**src/rtl/pc_redirect_if.sv**
```systemverilog
// Fetch-control bundle between the jump-condition unit, decode and the PC/redirect stage.
// master drives stall/jmp/target; slave returns the registered fetch PC and squash status.
interface pc_redirect_if #(
  parameter int ADDR_W = 16
);
  logic              stall;
  logic              jmp;
  logic [ADDR_W-1:0] jmp_target;
  logic [ADDR_W-1:0] pc;
  logic              flush;
  logic              redirect;
  logic              pending;

  modport master (
    output stall, jmp, jmp_target,
    input  pc, flush, redirect, pending
  );

  modport slave (
    input  stall, jmp, jmp_target,
    output pc, flush, redirect, pending
  );
endinterface

```
**src/rtl/pc_redirect.sv**
```systemverilog
// PC sequencer with edge-triggered branch redirect, wrong-path squash and stall-parked redirect.
// One-edge redirect latency; all outputs registered; stall freezes PC and the squash counter.
module pc_redirect #(
  parameter int                 ADDR_W      = 16,
  parameter logic [ADDR_W-1:0]  RESET_PC    = '0,
  parameter int                 FLUSH_DEPTH = 2
) (
  input  logic         clk,
  input  logic         rst,
  pc_redirect_if.slave io_bus
);

  typedef enum logic [1:0] {
    ST_RUN   = 2'd0,
    ST_FLUSH = 2'd1,
    ST_PARK  = 2'd2
  } state_t;

  localparam logic [2:0] FLUSH_INIT = 3'(FLUSH_DEPTH);

  state_t            r_state;
  logic [ADDR_W-1:0] r_pc;
  logic [ADDR_W-1:0] r_park;
  logic [2:0]        r_cnt;
  logic              r_jmp_q;
  logic              r_flush;
  logic              r_redirect;
  logic              r_pending;

  logic              w_req;
  logic [ADDR_W-1:0] w_pc_inc;

  // A level jmp only requests a redirect on its rising edge.
  assign w_req    = io_bus.jmp & ~r_jmp_q;
  assign w_pc_inc = r_pc + ADDR_W'(1);

  always_ff @(posedge clk) begin
    if (rst) begin
      r_state    <= ST_RUN;
      r_pc       <= RESET_PC;
      r_park     <= '0;
      r_cnt      <= '0;
      r_jmp_q    <= 1'b0;
      r_flush    <= 1'b0;
      r_redirect <= 1'b0;
      r_pending  <= 1'b0;
    end else begin
      r_jmp_q    <= io_bus.jmp;
      r_redirect <= 1'b0;
      case (r_state)
        ST_RUN: begin
          if (!io_bus.stall) begin
            if (w_req) begin
              r_pc       <= io_bus.jmp_target;
              r_redirect <= 1'b1;
              r_cnt      <= FLUSH_INIT;
              r_flush    <= 1'b1;
              r_state    <= ST_FLUSH;
            end else begin
              r_pc <= w_pc_inc;
            end
          end else if (w_req) begin
            r_park    <= io_bus.jmp_target;
            r_pending <= 1'b1;
            r_state   <= ST_PARK;
          end
        end

        ST_PARK: begin
          if (w_req) begin
            r_park <= io_bus.jmp_target;
          end
          // A request landing on the release cycle is the newest target, so it wins.
          if (!io_bus.stall) begin
            r_pc       <= w_req ? io_bus.jmp_target : r_park;
            r_redirect <= 1'b1;
            r_cnt      <= FLUSH_INIT;
            r_flush    <= 1'b1;
            r_pending  <= 1'b0;
            r_state    <= ST_FLUSH;
          end
        end

        ST_FLUSH: begin
          // Requests here come from squashed wrong-path instructions.
          if (!io_bus.stall) begin
            r_pc  <= w_pc_inc;
            r_cnt <= r_cnt - 3'd1;
            if (r_cnt == 3'd1) begin
              r_flush <= 1'b0;
              r_state <= ST_RUN;
            end
          end
        end

        default: begin
          r_state   <= ST_RUN;
          r_flush   <= 1'b0;
          r_pending <= 1'b0;
        end
      endcase
    end
  end

  assign io_bus.pc       = r_pc;
  assign io_bus.flush    = r_flush;
  assign io_bus.redirect = r_redirect;
  assign io_bus.pending  = r_pending;

endmodule

```
**src/flat_wrapper.sv**
```systemverilog
// flat-port wrapper written by rule: the top's interface ports become plain ports
module pc_redirect_flat 
#(
  parameter int                 ADDR_W      = 16,
  parameter logic [ADDR_W-1:0]  RESET_PC    = '0,
  parameter int                 FLUSH_DEPTH = 2
)
  (clk, rst, io_bus_stall, io_bus_jmp, io_bus_jmp_target, io_bus_pc, io_bus_flush, io_bus_redirect, io_bus_pending);
  pc_redirect_if #(.ADDR_W(ADDR_W)) io_bus_i ();
  input  logic clk;
  input  logic rst;
  input wire logic [$bits(io_bus_i.stall)-1:0] io_bus_stall;
  input wire logic [$bits(io_bus_i.jmp)-1:0] io_bus_jmp;
  input wire logic [$bits(io_bus_i.jmp_target)-1:0] io_bus_jmp_target;
  output wire logic [$bits(io_bus_i.pc)-1:0] io_bus_pc;
  output wire logic [$bits(io_bus_i.flush)-1:0] io_bus_flush;
  output wire logic [$bits(io_bus_i.redirect)-1:0] io_bus_redirect;
  output wire logic [$bits(io_bus_i.pending)-1:0] io_bus_pending;
  assign io_bus_i.stall = io_bus_stall;
  assign io_bus_i.jmp = io_bus_jmp;
  assign io_bus_i.jmp_target = io_bus_jmp_target;
  assign io_bus_pc = io_bus_i.pc;
  assign io_bus_flush = io_bus_i.flush;
  assign io_bus_redirect = io_bus_i.redirect;
  assign io_bus_pending = io_bus_i.pending;
  pc_redirect #(.ADDR_W(ADDR_W), .RESET_PC(RESET_PC), .FLUSH_DEPTH(FLUSH_DEPTH)) u_core (.clk(clk), .rst(rst), .io_bus(io_bus_i));
endmodule
```
**config.mk**
```make
export PLATFORM = sky130hd
export DESIGN_NAME = pc_redirect_flat
export DESIGN_NICKNAME = d
export VERILOG_FILES = /design/src/rtl/pc_redirect_if.sv /design/src/rtl/pc_redirect.sv /design/src/flat_wrapper.sv
export SDC_FILE = /design/constraint.sdc
export NUM_CORES = 1
export LEC_CHECK = 0
export ABC_AREA = 1
export BUFFER_PORTS_ARGS = -buffer_cell sky130_fd_sc_hd__clkbuf_2
export CAP_MARGIN = 20
export CORE_ASPECT_RATIO = 0.7
export CORE_MARGIN = 8
export CORE_UTILIZATION = 55
export CTS_CLUSTER_SIZE = 24
export DETAILED_ROUTE_END_ITERATION = 16
export PLACE_DENSITY_LB_ADDON = 0.05
export SLEW_MARGIN = 25
export SYNTH_ARGS = -nofsm -noshare
export SYNTH_HDL_FRONTEND = slang
export SYNTH_SLANG_ARGS = --single-unit
```
**constraint.sdc**
```tcl
create_clock -name clk -period 3.9 [get_ports clk]
set_input_delay 0.195 -clock clk [delete_from_list [all_inputs] [get_ports clk]]
set_output_delay 0.195 -clock clk [all_outputs]
set_load 0.005 [all_outputs]
```
Yosys cells after proc, flatten, opt, wreduce, memory -nomap -nowiden
Index checks and enable logic that the tools add are counted.
Storage, ports and cells
  memory bits (read-only): 0
  bits of input ports: 20
  flip-flop bits (word level): 41
  bits in latches: 0
  memories kept: 0
  logic and storage cells: 64
  output and inout bits: 19
  memory bits (writable): 0
Operators by class
  multipliers: 0
  magnitude comparators: 0
  div/mod/pow operators: 0
  eq/ne operators: 9
  reductions and logical operators: 9
  $add $sub $neg: 2
  mux-type cells: 33
  shift operators: 0
  bitwise gates (word level): 3
Operator list (count)
  2-to-1 mux 16 bit: 6
  case mux 16 bit (3 select lines): 1
  case mux 16 bit (2 select lines): 1
  adder 16 x 1 -> 16 bit (second input constant): 1
  2-to-1 mux 2 bit: 6
  2-to-1 mux 3 bit: 4
  AND reduction 4 bit: 3
  2-to-1 mux 1 bit: 10
  AND reduction 5 bit: 2
  case mux 3 bit (3 select lines): 1
  inequality test 2 bit (second input constant): 4
  case mux 1 bit (3 select lines): 2
  case mux 2 bit (3 select lines): 1
  inequality test 2 x 1 -> 1 bit (second input constant): 2
  == test 3 x 1 -> 1 bit (second input constant): 1
  nonzero test 3 bit: 1
  subtractor 3 x 1 -> 3 bit (second input constant): 1
  == test 2 x 1 -> 1 bit (second input constant): 1
  == test 2 bit (second input constant): 1
  logical NOT 2 bit: 1
  NOT 1 bit: 2
  case mux 1 bit (2 select lines): 1
  AND reduction 2 bit: 1
  nonzero test 2 bit: 1
  AND 1 bit: 1

Logic depth before layout (Yosys ltp)
Gate-level depths: netlist of run 1.
  depth in word-level cells: 5
  mapped depth: 11
  gate-level depth less buffers: 11

Worst setup path after synthesis of run 1
OpenSTA, ideal clock, no wires.
  path kind: flip-flop to flip-flop
  start: reg u_core.r_state[0]
  end: reg u_core.r_pc[0], in the netlist u_core.io_bus.pc[0]
  buffers on the path: 2
  clock period less this slack: 1.651 ns
  data required time: 3.768 ns
  library setup time: 0.132 ns
  arrival time: 1.519 ns
  cell stages (with the launch flop): 9
  setup slack: 2.249 ns
  cell sequence: dfxtp_1 > inv_1 > ha_1 > inv_1 > buf_2 > buf_1 > o211ai_1 > nand3_1 > a21oi_1
Between the ends
  longest elaborated chain between the ends: 3
  elaborated cells on any way between the ends: 9
  those cells by class: eq/ne: 5; mux: 1; reduce/logical: 3
RTL lines
  start, declared: RTL line pc_redirect.sv:21  | state_t r_state;
  start signal, assigned: RTL line pc_redirect.sv:39  | r_state <= ST_RUN;
  start signal, assigned: RTL line pc_redirect.sv:58  | r_state <= ST_FLUSH;
  start signal, assigned: RTL line pc_redirect.sv:65  | r_state <= ST_PARK;
  == test 2 x 1 -> 1 bit, or another cell as far along: RTL line pc_redirect.sv:50  | case (r_state)
  inequality test 2 bit (no line) or nonzero test 3 bit (tied branches)
  AND reduction 4 bit (no line)
  end signal, assigned: RTL line pc_redirect.sv:54  | r_pc <= io_bus.jmp_target;
  end signal, assigned: RTL line pc_redirect.sv:60  | r_pc <= w_pc_inc;
  end signal, assigned: RTL line pc_redirect.sv:75  | r_pc <= w_req ? io_bus.jmp_target : r_park;
  end, declared: RTL line pc_redirect.sv:22  | logic [ADDR_W-1:0] r_pc;
Parallel ways exist; a longest one is shown, timed or not.
A chain may end at the register's enable or synchronous reset.

Worst setup path in the final report of run 1
  start: reg u_core.r_state[1]
  end: reg u_core.r_pc[14], in the netlist u_core.io_bus.pc[14]
The elaborated chain is that of the path after synthesis.

==> results of run 1 <==
[report_power, final]
group / internal, W / switching (W)
Clock: 0.000144 / 0.000156
Sequential: 0.000558 / 0.000137
Combinational: 0.000408 / 0.000725
[cells in the final DEF (no fill, tap or decap), drive strengths merged]
cell type	count
nand3	36
ha	6
inv	48
nand4	2
dfxtp	41
nand3b	1
clkbuf	44
a32o	1
nand2	127
a31oi	2
nor3	3
a21oi	49
a2111oi	1
xor2	3
o21ai	23
nor2	47
a211oi	1
o211ai	3
xnor2	4
clkinv	2
a311oi	1
o21bai	2
[cell type report]
class / count / area [sq um]
Clock buffer: 6 / 82.6
Clock inverter: 2 / 13.8
Fill cell: 472 / 1800
Inverter: 48 / 180
Multi-Input combinational cell: 312 / 1520
Sequential cell: 41 / 821
Tap cell: 57 / 71.3
Timing Repair Buffer: 38 / 190
[per-layer routing]
metal / track usage / vias up
met3: 0.0435 / 5
met5: 0 / -
met2: 0.254 / 111
met4: 0.0423 / 0
met1: 0.316 / 1183
li1: - / 1399
[flip-flops by register name, summed over array words and instances (netlist names)]
register                cells
u_core.r_jmp_q              1
u_core.io_bus.redirect      1
u_core.io_bus.flush         1
u_core.io_bus.pending       1
u_core.r_cnt                3
u_core.r_park              16
u_core.io_bus.pc           16
u_core.r_state              2
[worst max path at each step]
stage | start | end | slack [ns] | cells past startpoint
global placement | u_core.r_state[0] | u_core.r_park[14] | 1.48 | 7
global route | u_core.r_state[1] | u_core.io_bus.pc[14] | 1.36 | 8
CTS | u_core.r_state[0] | u_core.r_park[15] | 1.37 | 6
floorplan | u_core.r_state[0] | u_core.io_bus.pc[0] | 2.25 | 8
detailed placement | u_core.r_state[0] | u_core.r_park[5] | 1.40 | 7
finish | u_core.r_state[1] | u_core.io_bus.pc[14] | 1.54 | 8
[critical path, delay by kind of cell (launching register included)]
family	cells	cell delay [ns]
adders and majority gates	1	0.66
and+or+nand+nor	3	0.54
buffers and inverters	3	0.59
AOI/OAI and AO/OA	1	0.14
DFF	1	0.33
[logic make-up (layout without fill, tap and decap cells)]
kind of cell,Yosys count,in the layout
simple gates,216,216
compound gates,83,83
buf+inv,69,94
flops,41,41
xor+xnor,7,7
fa+ha+maj,6,6
[through the flow]
stage | util | power [W] | area, sq um | std cells
4_1_cts | 0.613 | 0.00211 | 2870 | 504
6_report | 0.615 | 0.00213 | 2880 | 504
3_5_place_dp | 0.593 | 0.00181 | 2770 | 496
3_3_place_gp | 0.593 | 0.00179 | 2770 | 496
2_1_floorplan | - | 0.00153 | 2620 | 422
5_1_grt | 0.615 | 0.00233 | 2880 | 504
==> results.md, run 1 <==
- For this run the aggregate overflow at the end of global routing stands at 0.
- Synthesis instantiated 33 different standard cells from the library.
- After detailed routing, the average wire length per cell comes to 13.9 um.
- Walking the worst path, the cells encountered are inv_1 > ha_1 > inv_1 > nand2_1 > nand2_2 > inv_2 > nand3_1 > a21oi_1.
- The worst hold path stage count is 3.
- After detailed routing, the number of vias per cell comes to 5.35.
- Subtracting the final worst setup slack from the clock period gives 2.36 ns.
- The xor/xnor share of the synthesized area is 0.0234.
- The headroom to the max-slew limit is 0.457.
- After synthesis the cells add up to 2620 sq um.
- In the final layout, the share of cells above drive strength 1 is 0.141.
- The number of antenna violations at the first check in global routing is 0.
- The main combinational cell family by area after synthesis is simple AND/OR/NAND/NOR gates.
- The average instance in the mapped netlist occupies between 6 and 7 sq um.
- The largest net degree at the start of global routing is 35.
- The H-tree generated during clock tree synthesis spans 2 levels.
- IR analysis of the VDD net gives a maximum drop of 0.363 mV.
- The worst setup path is captured at a register.
- The setup check on the worst reg-to-reg path leaves a slack of 1.54 ns.
- The root cell of the clock tree is sky130_fd_sc_hd__clkbuf_8.
- The sink count of the clock tree is slightly above 40.
- For this block, the initial DRC count from the detailed router was 294.
- The setup total negative slack is 0 ns.
- The share of synthesized cell area in full adder, half adder and majority cells is 0.0287.
- The count of final hold-check violations is 0.
- For this run, the slowest stage of the critical path takes 0.66 ns.
- After clock tree synthesis, the setup repair step added 0 buffers.
- The total power density per cell area is 740 nW/um^2.
- After synthesis, the share of cell area in mux cells is 0.
- The run finished with clean final reports.
- Across every metal layer, demand over resource in global routing totals 0.200.
- For the worst flop-to-flop path, the logic depth is 8.
- The prevailing post-synth register cell is sky130_fd_sc_hd__dfxtp_1.
- The detailed route wirelength on metal3 is 613 um.
- The buffer depth of the longest clock path is 2.
- For this configuration, the core starts out at a cell density of 0.560.
- The static power due to leakage is around 1.3 nW.
- At the pin with the least slew margin, the transition time is just over 0.8 ns.
- The number of gates resized after CTS was 0.
- The fraction of registers with async set/reset is 0.
- The class of the most critical setup path is reg2reg.
- For hold timing, the worst endpoint is u_core.r_jmp_q.
- In the post-synthesis netlist, the biggest area contributors are sky130_fd_sc_hd__dfxtp_1 (31%), sky130_fd_sc_hd__nand2_1 (18%), sky130_fd_sc_hd__a21oi_1 (9.4%).
- The cell type with the highest aggregate area in the netlist is sky130_fd_sc_hd__dfxtp_1.
- The floorplan row count is 21.
- STA puts the critical path data required time at 4.12 ns.
- The worst hold path begins at io_bus_jmp.
- The wire length after detailed routing is roughly 7000 um.
- Compared with the post-synthesis result, the final layout area differs by 9.85%.
- The endpoint identified for the worst register-to-register timing path is u_core.io_bus.pc[14].
- The final number of setup-violating endpoints is 0.
- STA puts the critical path data arrival time at between 2 and 3 ns.
- In the post-synthesis netlist, the cell with the most instances is sky130_fd_sc_hd__nand2_1.
- The first-pass iteration count of the detailed router is 5.
- The clock network latency to the later pin of the worst-skew pair is 0.30 ns.
- Prior to clock tree synthesis, the placed netlist has a worst setup slack of between 1 and 1.5 ns.
- The residual antenna-violating net count after detailed routing is 0.
- When the netlist entered floorplanning its net count stood at between 400 and 500.
- 0 antenna diodes ended up in the layout.
- The highest clock frequency the design can meet is 424 MHz.
- After the last flow step, the layout net total stands at 472.
- The tool flagged a number of max-cap violations equal to 0.
- The reg-to-reg startpoint is u_core.r_state[1].
- The die is 98.5 um wide.
- The biggest fanout along the worst timing path is 20.
- After clock tree synthesis, the clock-pin slew on the worst setup and hold paths is 0.08 ns.
- The die covers 7260 sq um.
- Signal routing reaches up to met4.
- The sequential element share of the synthesized area is 0.314.
- The total of warnings raised by yosys is 0.
- After technology mapping, the gate count stands at ~420.
- Counting instances in the post-synthesis netlist gives the leading cell types as sky130_fd_sc_hd__nand2_1 (124), sky130_fd_sc_hd__a21oi_1 (49), sky130_fd_sc_hd__inv_1 (44), sky130_fd_sc_hd__nor2_1 (43), sky130_fd_sc_hd__dfxtp_1 (41).
- Buffers inserted to repair hold after CTS numbered 0.
- The total via count in the routed design is 2698.
- Synthesis inferred between 40 and 50 register bits.
- The share of Yosys cell area claimed by the top area cell type is 0.314.
- The final count of pins violating max slew is 0.
- The cell occurring most often along the worst timing path is sky130_fd_sc_hd__inv_1.
- The total met2 wirelength after detailed routing is 2500 um.
- The first global-routing pass estimated 11700 um of wire.
- After layout, the worst setup slack is about 1.5 ns.
- Yosys mapped a number of flops with a built-in enable equal to 0.
- The worst-path cell with the longest stage delay is sky130_fd_sc_hd__ha_1.
- During I/O placement, the number of pins put on the boundary was 39.
- Summed over all nets, the half-perimeter wirelength after detailed placement is 5120 um.
- The sum of routed wire segments on met1 is 3860 um.
- Setup repair after global routing left no endpoint under its margin.
- Of the total synthesized cell area, the portion taken by AND, OR, NAND and NOR gates is 0.347.
- The worst setup path is launched from a register.
- The placer congestion estimate is 0.888.
- The path class of the lowest-slack min-delay path is in2reg.
- The die is about 74 um tall.
- Buffers placed on the I/O ports in this run total 38.
- The clock tree skew after final layout is 0.00506 ns.
- The number of global-route vias before repair was 2343.
- Hold timing on the final database bottoms out at a slack of 0.117 ns.
- The core box area is 4680 sq um.
- Counting the buffers created by CTS gives 5.
- Dividing the final minimum period by the clock period gives 0.605.
- The clock tree from TritonCTS is yes.
- The compound-cell area share of the yosys netlist is 0.178.
- The residual DRC count is 0.
(Power assumes the default switching activity.)
==> run 2, diff against run 1 <==
clock period = 2.4 ns   (was 3.9 ns; I/O delays follow)
==> run 2 against run 1 <==
Final cell count is 1.2% higher. Total power increased by 73%. Sequential share of layout area down 0.73 points. Worst setup slack worse by 1.2 ns. Fmax is 15% higher. Global-route usage hardly changed. Sequential power is 61% higher. Critical path type unchanged. Combinational power is 67% higher. Worst hold slack worse by 0.076 ns. Clock skew is essentially flat.
==> results.md, run 2 (synthesis gave the netlist of run 1 again) <==
- The flow ran to the end, and the final reports show no timing, DRC or antenna violations.
- Counting every sink on the clock net gives 41.
- The critical path goes through inv_1 > ha_1 > inv_1 > o21ai_2 > buf_4 > nor2_1 > a21oi_1 > nor2_1.
- At the later pin of the worst-skew pair, clock insertion delay measures 0.30 ns.
- The number of antenna violations at the first check in global routing came to 0.
- The count of buffer and inverter cells on the critical path is 3.
- The routed layout has between 2000 and 3000 vias.
- The die is 98.5 um wide.
- The slowest stage of the critical path is the sky130_fd_sc_hd__ha_1 cell.
- The core region is roughly 4700 sq um.
- The class of the most critical setup path is reg2reg.
- The count of final hold-check violations was 0.
- Counting along the longest clock path gives a buffer depth of 2.
- At the worst endpoint, the arrival time is 2.24 ns.
- The clock tree skew after final layout is 0.00552 ns.
- Relative to the synthesized area, the layout overhead comes to 12.7%.
- The relative contribution of the clock network to total power is 0.182.
- The die outline area is between 7000 and 8000 sq um.
- The path class of the lowest-slack min-delay path is in2reg.
- The clock-pin slew of the registers on the worst-case setup and hold paths is 0.08 ns.
- Once layout is complete, the utilization of the core stands at 0.631.
- For the final routed database, the setup TNS stands at 0 ns.
- After the first detailed-routing iteration, the DRC count stood at slightly above 300.
- STA puts the critical path data required time at 2.58 ns.
- The post-placement cell count is 502.
- The initialized floorplan defines 21 standard-cell rows.
- For this design the static power due to leakage is 1.33 nW.
- The number of global-route vias before repair is 2365.
- The first detailed-routing pass took 5 iterations.
- OpenSTA, run right after detailed placement, puts the worst setup slack at roughly 0.43 ns.
- The final cell count without fillers is 510.
- The detailed placement HPWL is 5170 um.
- The gate family responsible for the most delay along the worst path is buffers and inverters.
- The largest single stage delay on the critical path is 0.50 ns.
- In the layout the commonest cells are sky130_fd_sc_hd__nand2_1 (124), sky130_fd_sc_hd__a21oi_1 (49), sky130_fd_sc_hd__inv_1 (44).
- The number of buffers inserted by post-CTS setup repair is 0.
- Headroom to the max-slew limit came out at 0.547.
- The number of I/O pins is 39.
- The total of buffers placed on input and output ports is 38.
- The cell sitting at the root of the clock tree is a sky130_fd_sc_hd__clkbuf_8.
- The final critical-path required period is 2.06 ns.
- The net switching share of the total power is 0.452.
- The starting utilization of the core area is 0.560.
- In the final routed layout, each cell accounts on average for 13.7 um.
- The actual transition at the worst max-transition pin is slightly below 0.7 ns.
- Buffers inserted during clock tree synthesis total 5.
- In this run the power spent charging and discharging nets is roughly 0.0017 W.
- The largest net degree at the start of global routing is 34.
- The library cell used most frequently in the layout, excluding fill and tap cells, is sky130_fd_sc_hd__nand2_1.
- The floorplan step set the die height to 73.7 um.
- The endpoint type of the worst setup path is a register.
- The via density per instance is 5.38.
- The antenna diode count is 0.
- The detail route stage leaves a number of antenna-violating nets equal to 0.
- The global-route wire length before repair is around 12000 um.
- The internal power of the cells totals 0.00202 W.
- Across the VDD grid, the largest voltage drop is 0.628 mV.
- Dividing total power by cell area gives a power density of 1250 nW/um^2.
- The number of hold-repair buffers added at the cts stage is 0.
- Static timing analysis puts the maximum clock frequency at between 400 and 500 MHz.
- For this run, the post-layout net count is 478.
- The share of total power dissipated in sequential elements is 0.305.
- In the post-route analysis, the smallest setup slack over all paths is about 0.34 ns.
- The fill cell instance count of the final layout is 448.
- The number of gates resized after CTS is 0.
- In the global route stage, overall resource usage came out at 0.200.
- Of the total power, combinational logic draws 0.513.
- Of all nets on the critical path, the largest fanout is 32.
- The sort of element at the start of the critical path is a register.
- The wire length after detailed routing is 6990 um.
- The clock tree from TritonCTS is yes.
- The total overflow left after global routing is 0.
- Setup repair after global routing left no endpoint under its margin.
- The residual DRC count is 0.
- Of the cells placed in the final design, the portion with a size suffix greater than 1 is 0.152.
- The share of the clock period used by the worst path after layout is 0.859.
- The reported max-cap violation count is 0.
- The final count of pins violating max slew is 0.
- The H-tree depth is 2.
- The placer congestion estimate is approximately 0.95.
- The final number of setup-violating endpoints is 0.
[run 2: cell types whose count changed in the layout (fill, tap and decap cells not counted)]
cell                        change
sky130_fd_sc_hd__bufinv_16      +2
sky130_fd_sc_hd__clkbuf_8       -1
sky130_fd_sc_hd__o21ai_4        -1
sky130_fd_sc_hd__o21ai_2        +1
sky130_fd_sc_hd__buf_4          +6
sky130_fd_sc_hd__clkinv_4       -1
[run 2: power by group through the flow]
stage	logic [W]	clock network [W]	registers, W
floorplan	0.00138	0	0.00111
global route	0.00213	0.000718	0.00116
CTS	0.00186	0.000682	0.00112
detailed placement	0.00184	0	0.00114
finish	0.00189	0.000670	0.00112
global placement	0.00183	0	0.00113
[run 2: worst paths after layout]
| path | start | to | slack (ns) | cells past startpoint |
|---|---|---|---|---|
| min reg2reg | u_core.io_bus.flush | u_core.io_bus.flush | 0.48 | 2 |
| max reg2reg | u_core.r_state[0] | u_core.r_park[6] | 0.34 | 8 |
| min | io_bus_stall | u_core.io_bus.redirect | 0.04 | 2 |
| max | u_core.r_state[0] | u_core.r_park[6] | 0.34 | 8 |
[run 2: area by class of cell]
type                    instances  area (sq um)  area share
clock buffers                   5          68.8      0.0233
inverters                      48           180      0.0611
flip-flops and latches         41           821       0.278
clock inverters                 3          65.1      0.0221
multi-input cells             312          1510       0.511
repair buffers                 44           235      0.0797
well taps                      57          71.3      0.0242
[run 2: layer usage]
layer	up-vias	global-route usage	routed length, um
li1	1411	-	-
met1	1190	0.310	3670
met2	136	0.255	2480
met3	7	0.0539	781
met4	0	0.0406	63
met5	-	0	0
[run 2: stage by stage]
step | instance area [sq um] | total power [W] | hold WS (ns)
2_1_floorplan | 2620 | 0.00249 | 0.200
5_1_grt | 2950 | 0.00401 | 0.0404
3_5_place_dp | 2820 | 0.00298 | 0.356
3_3_place_gp | 2820 | 0.00296 | 0.351
4_1_cts | 2950 | 0.00366 | 0.0338
6_report | 2950 | 0.00368 | 0.0414
==> run 3, diff against run 2 <==
ABC_AREA = 0   (was 1)
==> run 3 against run 2 <==
Register-to-register slack got worse by 0.11 ns. Non-clock buffer count grew 7. First-iteration DRC count shrank 20%. Routed wire length grew 7.5%. Global-route usage up 1.5 points. Critical path type unchanged. Critical endpoint is now u_core.io_bus.pc[1]. Largest power group unchanged.
==> results.md, run 3 <==
- The total global routing overflow is 0.
- At the later pin of the worst-skew pair, clock insertion delay measures 0.29 ns.
- The CTS buffer count is 5.
- The sort of element at the start of the critical path is a register.
- The maximum vdd drop is 0.536 mV.
- The detailed placement HPWL is 5460 um.
- The most common library cell in the layout ignoring fill and taps is sky130_fd_sc_hd__nor2_1.
- Across the routed clock network, the largest skew measured is 0.00466 ns.
- The fill cell instance count of the final layout is 394.
- The total of buffers placed on input and output ports is 38.
- Entering global routing, the biggest net connects 42 pins.
- Across the whole layout, storage elements account for 821 sq um.
- The share of total power dissipated in combinational logic is 0.479.
- In the synthesized netlist, the cells that appear most often are sky130_fd_sc_hd__nor2_1 (46), sky130_fd_sc_hd__dfxtp_1 (41), sky130_fd_sc_hd__nand2_1 (30), sky130_fd_sc_hd__mux2i_1 (23), sky130_fd_sc_hd__a21oi_1 (18).
- The number of nets in the synthesized netlist is 347.
- The final net count is 385.
- The share of total power dissipated in the clock network is 0.161.
- The most common cell in the netlist is sky130_fd_sc_hd__nor2_1.
- The first global-routing pass estimated 12600 um of wire.
- Adding up every negative setup slack in the final design gives 0 ns.
- The biggest fanout along the worst timing path is 8.
- The number of different library cells used by synthesis comes to 61.
- The final count of pins violating max slew is 0.
- The die is 72.8 um tall.
- The number of design-rule violations left by the first detailed-router iteration is about 250.
- The number of global-route vias before repair is approximately 2500.
- Hold repair after CTS inserted 0 buffers.
- The synthesized cell area is 2540 sq um.
- The number of I/O pins is 39.
- Dividing the detail-routed via count by the number of cells gives 6.48.
- The residual DRC count is 0.
- The floorplan row count is 20.
- The routed layout has 2681 vias.
- Measured against its own limit, the worst slew margin works out to 0.495.
- CTS placed an instance of sky130_fd_sc_hd__clkbuf_8 at the clock tree root.
- The share of total power in sequential cells is 0.360.
- The static power due to leakage is 1.13 nW.
- The core box area is 4380 sq um.
- Of the available clock period, the critical path in the final layout requires 0.905.
- The number of enable flip-flop cells after synthesis is 0.
- The mean post-synth cell area is 7.91 sq um.
- The share of the Yosys chip area taken by registers is 0.323.
- The antenna diode count is 0.
- The area of the multi-input gates is 1590 sq um.
- The starting utilization of the core area is 0.580.
- The count of nets left with antenna violations once routing finished came out at 0.
- The final number of setup-violating endpoints is 0.
- Of the post-synthesis cell area, the dominant cell type holds 0.323.
- The run finished with clean final reports.
- At the end of the flow the core is filled with cells to 0.661.
- The internal power of the cells is between 0.0015 and 0.002 W.
- The tool flagged a number of max-cap violations equal to 0.
- Counting along the longest clock path gives a buffer depth of 2.
- The path class of the lowest-slack min-delay path is in2reg.
- Setup repair after global routing left no endpoint under its margin.
- In this run, synthesis produced a sequential element count of 41.
- For this run, the detailed router's first-pass iteration total came to 5.
- In the final layout, the share of cells above drive strength 1 is 0.189.
- The number of gates resized after CTS is 0.
- For this run, the number of standard cells in the final layout without fillers is a little over 400.
- The H-tree depth is 2.
- The sink count of the clock tree is 41.
- Counting tap cells, the placed design contains a total of 407 instances.
- Routability-driven placement finished with a final weighted congestion of 0.924.
- The final layout contains routed wiring with a total length of 7520 um.
- The critical path is of the reg2reg type.
- For the pin with the worst max-slew slack, the measured transition is 0.752 ns.
- The die covers ~7100 sq um.
- The number of antenna violations at the first check in global routing is 0.
- Summing internal, switching and leakage power gives between 0.002 and 0.003 W.
- The final critical-path required period is 2.17 ns.
- For this design the ratio of total power to cell area is 988 nW/um^2.
- For the worst setup path, the data required time is 2.61 ns.
- Of the total power, the share spent switching nets is 0.432.
- In this run the horizontal extent of the chip is 97.2 um.
- Summed over all instances, the cell type with the most area after synthesis is sky130_fd_sc_hd__dfxtp_1.
- The prevailing post-synth register cell is sky130_fd_sc_hd__dfxtp_1.
- The total of warnings raised by yosys is 0.
- After routing the design area is slightly below 3000 sq um.
- The clock-pin slew of the registers on the worst-case setup and hold paths is 0.07 ns.
- Once the clock tree was built, the setup fixing pass inserted 0 buffers.
- Sorting the synthesized cells by area gives the leading types as sky130_fd_sc_hd__dfxtp_1 (32%), sky130_fd_sc_hd__mux2i_1 (9.1%), sky130_fd_sc_hd__nor2_1 (6.8%).
- The area added between synthesis and finish is 14.0%.
- In the layout the commonest cells are sky130_fd_sc_hd__nor2_1 (46), sky130_fd_sc_hd__dfxtp_1 (41), sky130_fd_sc_hd__clkbuf_2 (38).
- Summing all placed instances gives a cell area of between 2000 and 3000 sq um.
- The worst path arrival time is 2.38 ns.
- The clock tree from TritonCTS is yes.
- The count of final hold-check violations is 0.
- Summed over all nets, the switching power comes to 0.00123 W.
- The global router's overall resource usage is 0.215.
- In the synthesized netlist, the number of instances is 321.
- The fraction of registers with async set/reset is 0.
- Based on the critical path, the design can be clocked at up to approximately 460 MHz.
- STA classifies the critical path endpoint as a register.
- The average wire length per cell after detail routing is 18.2 um.
run 3: path summary, 6_finish.rpt:
kind,startpoint,slack [ns],to,depth (start not counted)
max,u_core.r_state[0],0.23,u_core.io_bus.pc[1],6
min,io_bus_jmp_target[1],0.08,u_core.r_park[1],3
max reg2reg,u_core.r_state[0],0.23,u_core.io_bus.pc[1],6
min reg2reg,u_core.r_cnt[0],0.48,u_core.r_cnt[0],2
run 3: power groups by stage:
stage               logic (W)  clock network, W  registers [W]
detailed placement    0.00134                 0        0.00104
floorplan            0.000917                 0       0.000997
global route          0.00151          0.000493        0.00105
finish                0.00137          0.000460        0.00103
CTS                   0.00135          0.000469        0.00102
global placement      0.00131                 0        0.00103
run 3: kinds of logic after synthesis:
logic type	after synthesis	share of synthesized area
mux	26	0.104
simple gates	128	0.240
buf+inv	31	0.0518
fa+ha+maj	6	0.0296
flops	41	0.323
compound gates	82	0.227
xor+xnor	7	0.0242
run 3: area by class of cell:
type / instances / share of cell area
Clock buffer: 7 / 0.0298
Inverter: 11 / 0.0143
Multi-Input combinational cell: 249 / 0.549
Sequential cell: 41 / 0.284
Tap cell: 55 / 0.0238
Timing Repair Buffer: 51 / 0.0994
run 3: critical path, stage by stage, from the launching register on:
cell and delay, ns:
sky130_fd_sc_hd__dfxtp_1 0.36, sky130_fd_sc_hd__inv_1 0.08, sky130_fd_sc_hd__ha_1 0.35, sky130_fd_sc_hd__inv_1 0.15
sky130_fd_sc_hd__nor3_1 0.65, sky130_fd_sc_hd__a222oi_1 0.24, sky130_fd_sc_hd__a211oi_1 0.26
run 3: metal layers:
metal	up-vias	GRT usage	wire length [um]
met5	-	0	0
met2	164	0.308	3010
met1	1250	0.302	3590
met3	12	0.0511	801
li1	1255	-	-
met4	0	0.0798	114
run 3: stage by stage:
stage	setup WS (ns)	hold slack, ns
6_report	0.227	0.0846
5_1_grt	0.0584	0.106
4_1_cts	0.306	0.0829
3_5_place_dp	0.305	0.390
3_3_place_gp	0.402	0.383
2_1_floorplan	0.427	0.248
